## config.mk

```make
export PLATFORM = sky130hd
export DESIGN_NAME = bp_local_hist
export DESIGN_NICKNAME = d
export VERILOG_FILES = /design/src/rtl/bp_local_hist.sv
export SDC_FILE = /design/constraint.sdc
export NUM_CORES = 1
export LEC_CHECK = 0
export ABC_AREA = 1
export CORE_MARGIN = 10
export CORE_UTILIZATION = 65
export DETAILED_ROUTE_END_ITERATION = 10
export MAX_ROUTING_LAYER = met4
export PLACE_DENSITY = 0.9
export SETUP_SLACK_MARGIN = 0.15
export SYNTH_ARGS = -nofsm -noshare
export SYNTH_HDL_FRONTEND = slang
export SYNTH_SLANG_ARGS = --single-unit
export TNS_END_PERCENT = 20
```

## constraint.sdc

```tcl
create_clock -name clk -period 13.3 [get_ports clk]
set_clock_uncertainty 0.2 [all_clocks]
set_input_delay 1.995 -clock clk [delete_from_list [all_inputs] [get_ports clk]]
set_output_delay 1.995 -clock clk [all_outputs]
set_load 0.1 [all_outputs]
```

## src/rtl/bp_local_hist.sv

```systemverilog
// bp_local_hist: two-level local-history branch predictor with table init sweep and perf counters.
// Optional feature: define BP_BYPASS_EN to forward a same-cycle M update into the F lookup.
module bp_local_hist #(
  parameter int BHT_IDX_W = 3,
  parameter int HIST_W    = 4,
  parameter int PC2_W     = 3,
  parameter int CTR_W     = 2,
  parameter int CNT_W     = 32
) (
  input  logic                 clk,
  input  logic                 rst,
  input  logic [BHT_IDX_W-1:0] pc_idx_F,
  input  logic [PC2_W-1:0]     pc2_idx_F,
  output logic                 pred_taken_F,
  output logic [HIST_W-1:0]    pred_hist_F,
  input  logic                 update_valid_M,
  input  logic [BHT_IDX_W-1:0] pc_idx_M,
  input  logic [PC2_W-1:0]     pc2_idx_M,
  input  logic [HIST_W-1:0]    hist_M,
  input  logic                 taken_M,
  input  logic                 mispredict_M,
  input  logic                 clr_cnt,
  output logic                 init_busy,
  output logic [CNT_W-1:0]     br_cnt,
  output logic [CNT_W-1:0]     mis_cnt
);

  localparam int PHT_IDX_W = PC2_W + HIST_W;
  localparam int PHT_N     = 32'd1 << PHT_IDX_W;
  localparam int BHT_N     = 32'd1 << BHT_IDX_W;
  // Sweep covers the larger of the two tables; N is always a power of two.
  localparam int SW_W      = (PHT_IDX_W > BHT_IDX_W) ? PHT_IDX_W : BHT_IDX_W;

  localparam logic [SW_W-1:0]  SW_LAST  = {SW_W{1'b1}};
  localparam logic [SW_W-1:0]  SW_ONE   = {{(SW_W-1){1'b0}}, 1'b1};
  localparam logic [SW_W:0]    PHT_LIM  = (SW_W+1)'(PHT_N);
  localparam logic [SW_W:0]    BHT_LIM  = (SW_W+1)'(BHT_N);
  localparam logic [CTR_W-1:0] CTR_MAX  = {CTR_W{1'b1}};
  localparam logic [CTR_W-1:0] CTR_ZERO = {CTR_W{1'b0}};
  localparam logic [CTR_W-1:0] CTR_ONE  = {{(CTR_W-1){1'b0}}, 1'b1};
  localparam logic [CTR_W-1:0] CTR_INIT = {1'b0, {(CTR_W-1){1'b1}}};
  localparam logic [CNT_W-1:0] CNT_MAX  = {CNT_W{1'b1}};
  localparam logic [CNT_W-1:0] CNT_ONE  = {{(CNT_W-1){1'b0}}, 1'b1};

  typedef enum logic [0:0] {INIT = 1'b0, RUN = 1'b1} state_t;

  state_t                state_r;
  logic [SW_W-1:0]       sweep_idx_r;
  logic [CTR_W-1:0]      pht_r [PHT_N];
  logic [HIST_W-1:0]     bht_r [BHT_N];

  logic                  upd_s;
  logic [PHT_IDX_W-1:0]  pht_idx_m_s;
  logic [CTR_W-1:0]      ctr_old_m_s;
  logic [CTR_W-1:0]      ctr_new_m_s;
  logic [HIST_W-1:0]     new_hist_s;
  logic [HIST_W-1:0]     hist_f_s;
  logic [PHT_IDX_W-1:0]  pidx_f_s;
  logic [CTR_W-1:0]      ctr_f_s;
  logic                  sweep_in_pht_s;
  logic                  sweep_in_bht_s;

  assign init_busy      = (state_r == INIT);
  assign upd_s          = update_valid_M & (state_r == RUN);
  assign pht_idx_m_s    = {pc2_idx_M, hist_M};
  assign ctr_old_m_s    = pht_r[pht_idx_m_s];
  assign sweep_in_pht_s = ({1'b0, sweep_idx_r} < PHT_LIM);
  assign sweep_in_bht_s = ({1'b0, sweep_idx_r} < BHT_LIM);

  // Training uses the carried checkpoint hist_M, never the live BHT entry.
  generate
    if (HIST_W == 1) begin : g_hist1
      assign new_hist_s = taken_M;
    end else begin : g_histn
      assign new_hist_s = {hist_M[HIST_W-2:0], taken_M};
    end
  endgenerate

  // Saturating next value of the M-stage pattern counter.
  always_comb begin
    ctr_new_m_s = ctr_old_m_s;
    if (taken_M) begin
      if (ctr_old_m_s != CTR_MAX) ctr_new_m_s = ctr_old_m_s + CTR_ONE;
      else                        ctr_new_m_s = ctr_old_m_s;
    end else begin
      if (ctr_old_m_s != CTR_ZERO) ctr_new_m_s = ctr_old_m_s - CTR_ONE;
      else                         ctr_new_m_s = ctr_old_m_s;
    end
  end

  // Fetch-stage lookup, with optional forwarding of the in-flight update.
  always_comb begin
    hist_f_s = bht_r[pc_idx_F];
`ifdef BP_BYPASS_EN
    if (upd_s && (pc_idx_F == pc_idx_M)) hist_f_s = new_hist_s;
    else                                 hist_f_s = bht_r[pc_idx_F];
    pidx_f_s = {pc2_idx_F, hist_f_s};
    if (upd_s && (pidx_f_s == pht_idx_m_s)) ctr_f_s = ctr_new_m_s;
    else                                    ctr_f_s = pht_r[pidx_f_s];
`else
    pidx_f_s = {pc2_idx_F, hist_f_s};
    ctr_f_s  = pht_r[pidx_f_s];
`endif
  end

  assign pred_taken_F = ctr_f_s[CTR_W-1] & ~init_busy;
  assign pred_hist_F  = hist_f_s;

  // Init/run FSM and sweep index.
  always_ff @(posedge clk) begin
    if (rst) begin
      state_r     <= INIT;
      sweep_idx_r <= {SW_W{1'b0}};
    end else begin
      case (state_r)
        INIT: begin
          if (sweep_idx_r == SW_LAST) begin
            state_r     <= RUN;
            sweep_idx_r <= {SW_W{1'b0}};
          end else begin
            sweep_idx_r <= sweep_idx_r + SW_ONE;
          end
        end
        RUN: begin
          state_r <= RUN;
        end
        default: begin
          state_r     <= INIT;
          sweep_idx_r <= {SW_W{1'b0}};
        end
      endcase
    end
  end

  // Table writes: one sweep entry per cycle in INIT, trained updates in RUN.
  always_ff @(posedge clk) begin
    if (!rst && (state_r == INIT)) begin
      if (sweep_in_pht_s) pht_r[sweep_idx_r[PHT_IDX_W-1:0]] <= CTR_INIT;
      if (sweep_in_bht_s) bht_r[sweep_idx_r[BHT_IDX_W-1:0]] <= {HIST_W{1'b0}};
    end else if (!rst && upd_s) begin
      pht_r[pht_idx_m_s] <= ctr_new_m_s;
      bht_r[pc_idx_M]    <= new_hist_s;
    end
  end

  // Saturating performance counters; clear beats a same-cycle increment.
  always_ff @(posedge clk) begin
    if (rst || clr_cnt) begin
      br_cnt  <= {CNT_W{1'b0}};
      mis_cnt <= {CNT_W{1'b0}};
    end else if (upd_s) begin
      if (br_cnt != CNT_MAX) br_cnt <= br_cnt + CNT_ONE;
      if (mispredict_M && (mis_cnt != CNT_MAX)) mis_cnt <= mis_cnt + CNT_ONE;
    end
  end

endmodule
```

# Word level (Yosys, flattened, before mapping)
# Memory sizes are Yosys's and may differ from the RTL's.
# Cells that the tools add are included.
classes:
  n_bitwise: 3
  n_lt_le_gt_ge: 1
  add_sub_neg: 5
  eq_ne: 4
  n_reduce_logical: 10
  mux: 20
ops:
  columns: ["op", "n"]
  rows:
  - ["$add A32 B1 Y32 const B", 2]
  - ["$ne A32 B32 Y1 const B", 2]
  - ["$mux W7", 2]
  - ["$mux W1", 11]
  - ["$mux W2", 4]
  - ["$add A7 B1 Y7 const B", 1]
  - ["$eq A7 B7 Y1 const B", 1]
  - ["$lt A7 B4 Y1 const B", 1]
  - ["$mux W4", 1]
  - ["$reduce_and A2 Y1", 2]
  - ["$reduce_or A4 Y1", 1]
  - ["$logic_and A1 B1 Y1", 3]
  - ["$mux W3", 1]
  - ["$add A2 B1 Y2 const B", 1]
  - ["$and A1 B1 Y1", 2]
  - ["$ne A2 B2 Y1 const B", 1]
  - ["$pmux W1 S2", 1]
  - ["$reduce_bool A2 Y1", 1]
  - ["$reduce_or A2 Y1", 1]
  - ["$sub A2 B1 Y2 const B", 1]
  - ["$logic_not A1 Y1", 1]
  - ["$logic_or A1 B1 Y1", 1]
  - ["$not A1 Y1", 1]
totals:
  mem_bits_rw: 288
  n_memories: 2
  out_inout_bits: 70
  reg_bits: 72
memory_table:
  columns: ["name", "depth", "word_bits", "rd", "rd_clocked_by_memory_dff", "wr", "line", "rtl"]
  rows:
  - ["pht_r", 128, 2, 2, 0, 1, "49", "logic [CTR_W-1:0] pht_r [PHT_N];"]
  - ["bht_r", 8, 4, 1, 0, 1, "50", "logic [HIST_W-1:0] bht_r [BHT_N];"]

# Logic depth before layout (Yosys ltp)
logic_depth:
  depth_word: 7
  depth_mapped: 19
  mapped_depth_nobuf: 18

# Worst setup path after synthesis
# OpenSTA, ideal clock, no wires.
synth_timing:
  path_kind: "input-to-reg"
  from: "input port hist_M[0]"
  to: "memory pht_r[0][1], data pin"
  cell_stages: 12
  required_time_ns: 12.209
  setup_slack_ns: 5.557
  n_path_buf: 3
  arrival_ns: 6.653
  setup_time_ns: 0.891
  cell_sequence: "inv_1 > buf_2 > buf_2 > buf_2 > nor2_1 > o22ai_1 > nor2_1 > o211ai_1 > nand3_1 > nand3_1 > nand2_1 > a21oi_1"
synth_between:
  elab_chain_len: 5
  word_cells_on_any_way: 9
synth_rtl:
  columns: ["element", "line", "rtl"]
  rows:
  - ["start: declaration", "19", "input logic [HIST_W-1:0] hist_M,"]
  - ["$mem_v2 Z128 W2 *", null, null]
  - ["$sub A2 B1 Y2, or another cell as far along", "86", "if (ctr_old_m_s != CTR_ZERO) ctr_new_m_s = ctr_old_m_s - CTR_ONE;"]
  - ["$mux W2 (on tied branches)", "86, 83", null]
  - ["$mux W2 *", "82", "if (taken_M) begin"]
  - ["$mux W2 (no line) *", null, null]
  - ["end: declaration", "49", null]
# Every way passes the cells marked *; elsewhere a longest branch is shown, timed or not.

# Worst setup path in the final report
layout_timing:
  from: "input port pc_idx_F[0]"
  to: "output port pred_taken_F"
layout_between:
  elab_chain_len: 3
layout_rtl:
  columns: ["element", "line", "rtl"]
  rows:
  - ["start: declaration", "12", "input logic [BHT_IDX_W-1:0] pc_idx_F,"]
  - ["$mem_v2 Z8 W4", null, null]
  - ["$mem_v2 Z128 W2", null, null]
  - ["$and A1 B1 Y1", "106", "assign pred_taken_F = ctr_f_s[CTR_W-1] & ~init_busy;"]
  - ["end: declaration", "14", "output logic pred_taken_F,"]
# No other way between the ends.

==> results_dict.tcl <==
set metrics [dict create \
    multi_input_comb_area_sq_mm 0.00635 \
    clock_path_buffers 3 \
    p_clk_frac 0.432 \
    async_reset_ff_frac 0 \
    dieArea_sq_mm 0.0336 \
    clk_pin_slew_worst_paths_ns 0.06 \
    num_rows 59 \
    grtUsageTotal 0.297 \
    htreeDepth 2 \
    antenna_found_initial 0 \
    drive_above_1_share 0.0625 \
    syn2layout_area_growth_pct 13.0 \
    syn_inst 1937 \
    fp.dieW_um 183 \
    cp-end-kind "primary output" \
    comb_power_share 0.079 \
    ys_seq_area_frac 0.582 \
    ios 92 \
    clock-sinks 360 \
    core_sq_mm 0.0261 \
    overflow 0 \
    synth_area_leaders "edfxtp_1 50%, dfxtp_1 8.3%, nand2_1 7.4%, nor2_1 7.4%, nand3_1 6.6%" \
    powerDensity_mw_per_mm2 126 \
    yosysTopAreaCell "edfxtp_1" \
    cap_violations 0 \
    ys_ff_latch 360 \
    synthFlopType "edfxtp_1" \
    rsz0062_at_grt "no" \
    first_iter_violations 2165 \
    synth_edf_count 288 \
    grt_pass1_wl_um 77600 \
    crit_type "input pin to primary output" \
    design_area_sq_mm 0.0196 \
    fin_total_pwr_w 0.00246 \
    worstMarginPinSlew_ns 1.29 \
    io_buffers 91 \
    whs_ns 0.279 \
    cts_resized 0 \
    viasPerCell 6.51 \
    via_count 15306 \
    drc 0 \
    numCtsBuffers 38 \
    hold_buffers 0 \
    power.leakage_nw 6.97 \
    n_antenna_cell 0 \
    max_freq_mhz 112 \
    setup_tns_ns 0 \
    status "complete, no violations" \
    start_util 0.664 \
    ys_warn_count 0 \
    layout_common_cells "343 x nand2_1, 341 x nor2_1, 288 x edfxtp_1" \
    hpwl_um 29800 \
    irDropWorstVdd_uv 86.5 \
    synth.distinct_cells 43 \
    root_buffer "clkbuf_16" \
    sequentialPowerShare 0.490 \
    start_kind "input pin" \
    dp_slack_ns 4.57 \
    grt_max_degree 129 \
    regArea_sq_mm 0.0101 \
    grt_pass1_vias 14620 \
    syn_nets 1962 \
    synth_area_sq_mm 0.0173 \
    postSynthAreaPerCell_sq_um 8.95 \
    min_period_over_period 0.674 \
    cts_setup_buffers 0 \
    hold_viol 0 \
    p_int_w 0.00188 \
    die_h_um 183 \
    maxSlewViolCount 0 \
    place_area_sq_mm 0.0183 \
    cts_tree "done" \
    required_ns 11.10 \
    crit_fanout 43 \
    mostFrequentLayoutCell "nand2_1" \
    hold_depth 2 \
    finalWirelength_um 49600 \
    swShare 0.238 \
    drtPass1Iterations 6 \
    yosys.area.top_type_share 0.499 \
    period_needed_ns 8.96 \
    p_sw_w 0.000586 \
    place_congestion 0.930 \
    finalNetCount 2012 \
    ff2ff_path_depth 10 \
    max-slew-margin-rel 0.140 \
    wl_per_cell_um 21.1 \
    ant_nets 0 \
    fillers 1779 \
    clk_latency_ns 0.54 \
    setup_viol 0 \
    arrival_ns 6.76 \
    holdCritPathClass "flip-flop to flip-flop" \
    layout_setup_ws_ns 4.34 \
]
==> cells in the mapped netlist (all sizes together) (3+ instances only) <==
master  count
ha          3
nor3       45
a21oi      55
nor4       13
o21bai      3
buf        53
o22ai      63
xor2        7
clkbuf     46
nor2      352
and3        4
nand2     352
nand3     233
nand4      27
edfxtp    288
o211ai      9
o21a        5
inv       112
xnor2       3
dfxtp      72
o21ai     180
==> power groups by stage <==
stage / Sequential [W] / Clock, W / Combinational (W)
2_1_floorplan: 0.00123 / 0 / 0.000135
3_3_place_gp: 0.00123 / 0 / 0.000177
3_5_place_dp: 0.00123 / 0 / 0.000183
4_1_cts: 0.00121 / 0.00106 / 0.000186
5_1_grt: 0.00120 / 0.00111 / 0.000205
6_report: 0.00121 / 0.00106 / 0.000193
==> metrics by stage <==
stage / cells / util
2_1_floorplan: 1937 / -
6_report: 2352 / 0.750
5_1_grt: 2352 / 0.750
3_5_place_dp: 2282 / 0.701
4_1_cts: 2352 / 0.750
3_3_place_gp: 2282 / 0.701
==> routing by layer <==
layer,global-route usage,vias to the layer above,part of all wire
met5,-,-,0
met4,0.117,0,0.042
met3,0.0595,221,0.12
met2,0.467,1169,0.46
met1,0.373,7070,0.37
li1,-,6846,-
==> final cells by class <==
cell class              instances  area share
clock buffers                  48      0.0553
inverters                     113      0.0218
repair buffers                109      0.0530
clock inverters                22     0.00907
well taps                     335      0.0214
multi-input cells            1365       0.324
flip-flops and latches        360       0.515
==> cells by family after synthesis <==
group                    Yosys count  synth area share
AND/OR/NAND/NOR                 1030             0.255
XOR/XNOR                          10           0.00505
AO/OA/AOI/OAI                    322             0.103
flip-flops                       360             0.582
adder cells (fa/ha/maj)            3           0.00217
buffers and inverters            212            0.0532
==> path summary, 6_finish.rpt <==
path / startpoint / endpoint / slack (ns)
hold / removal: br_cnt[13] / br_cnt[13] / 0.28
hold reg to reg: br_cnt[13] / br_cnt[13] / 0.28
setup / recovery: pc_idx_F[0] / pred_taken_F / 4.34
setup reg to reg: state_r / pht_r[95][1] / 9.35
==> flip-flops by register name, indices dropped and copies added, names as in the netlist <==
| register | cells |
|---|---|
| pht_r | 256 |
| bht_r | 32 |
| state_r | 1 |
| sweep_idx_r | 7 |
| br_cnt | 32 |
| mis_cnt | 32 |
==> critical path, stage by stage <==
cell	delay, ns
clkdlybuf4s50_1	0.88
inv_4	0.18
nand2_1	0.13
nand3_1	0.08
nand3_2	0.10
buf_4	0.43
nand2_2	0.09
inv_1	0.62
nand2_1	0.17
nand3_1	0.12
nand3_1	0.11
nand3_1	0.10
nand3_1	0.14
nand3_1	0.14
a21oi_1	0.08
nor2_1	0.21
clkdlybuf4s50_1	1.18
Power figures use the tool's default switching activity.
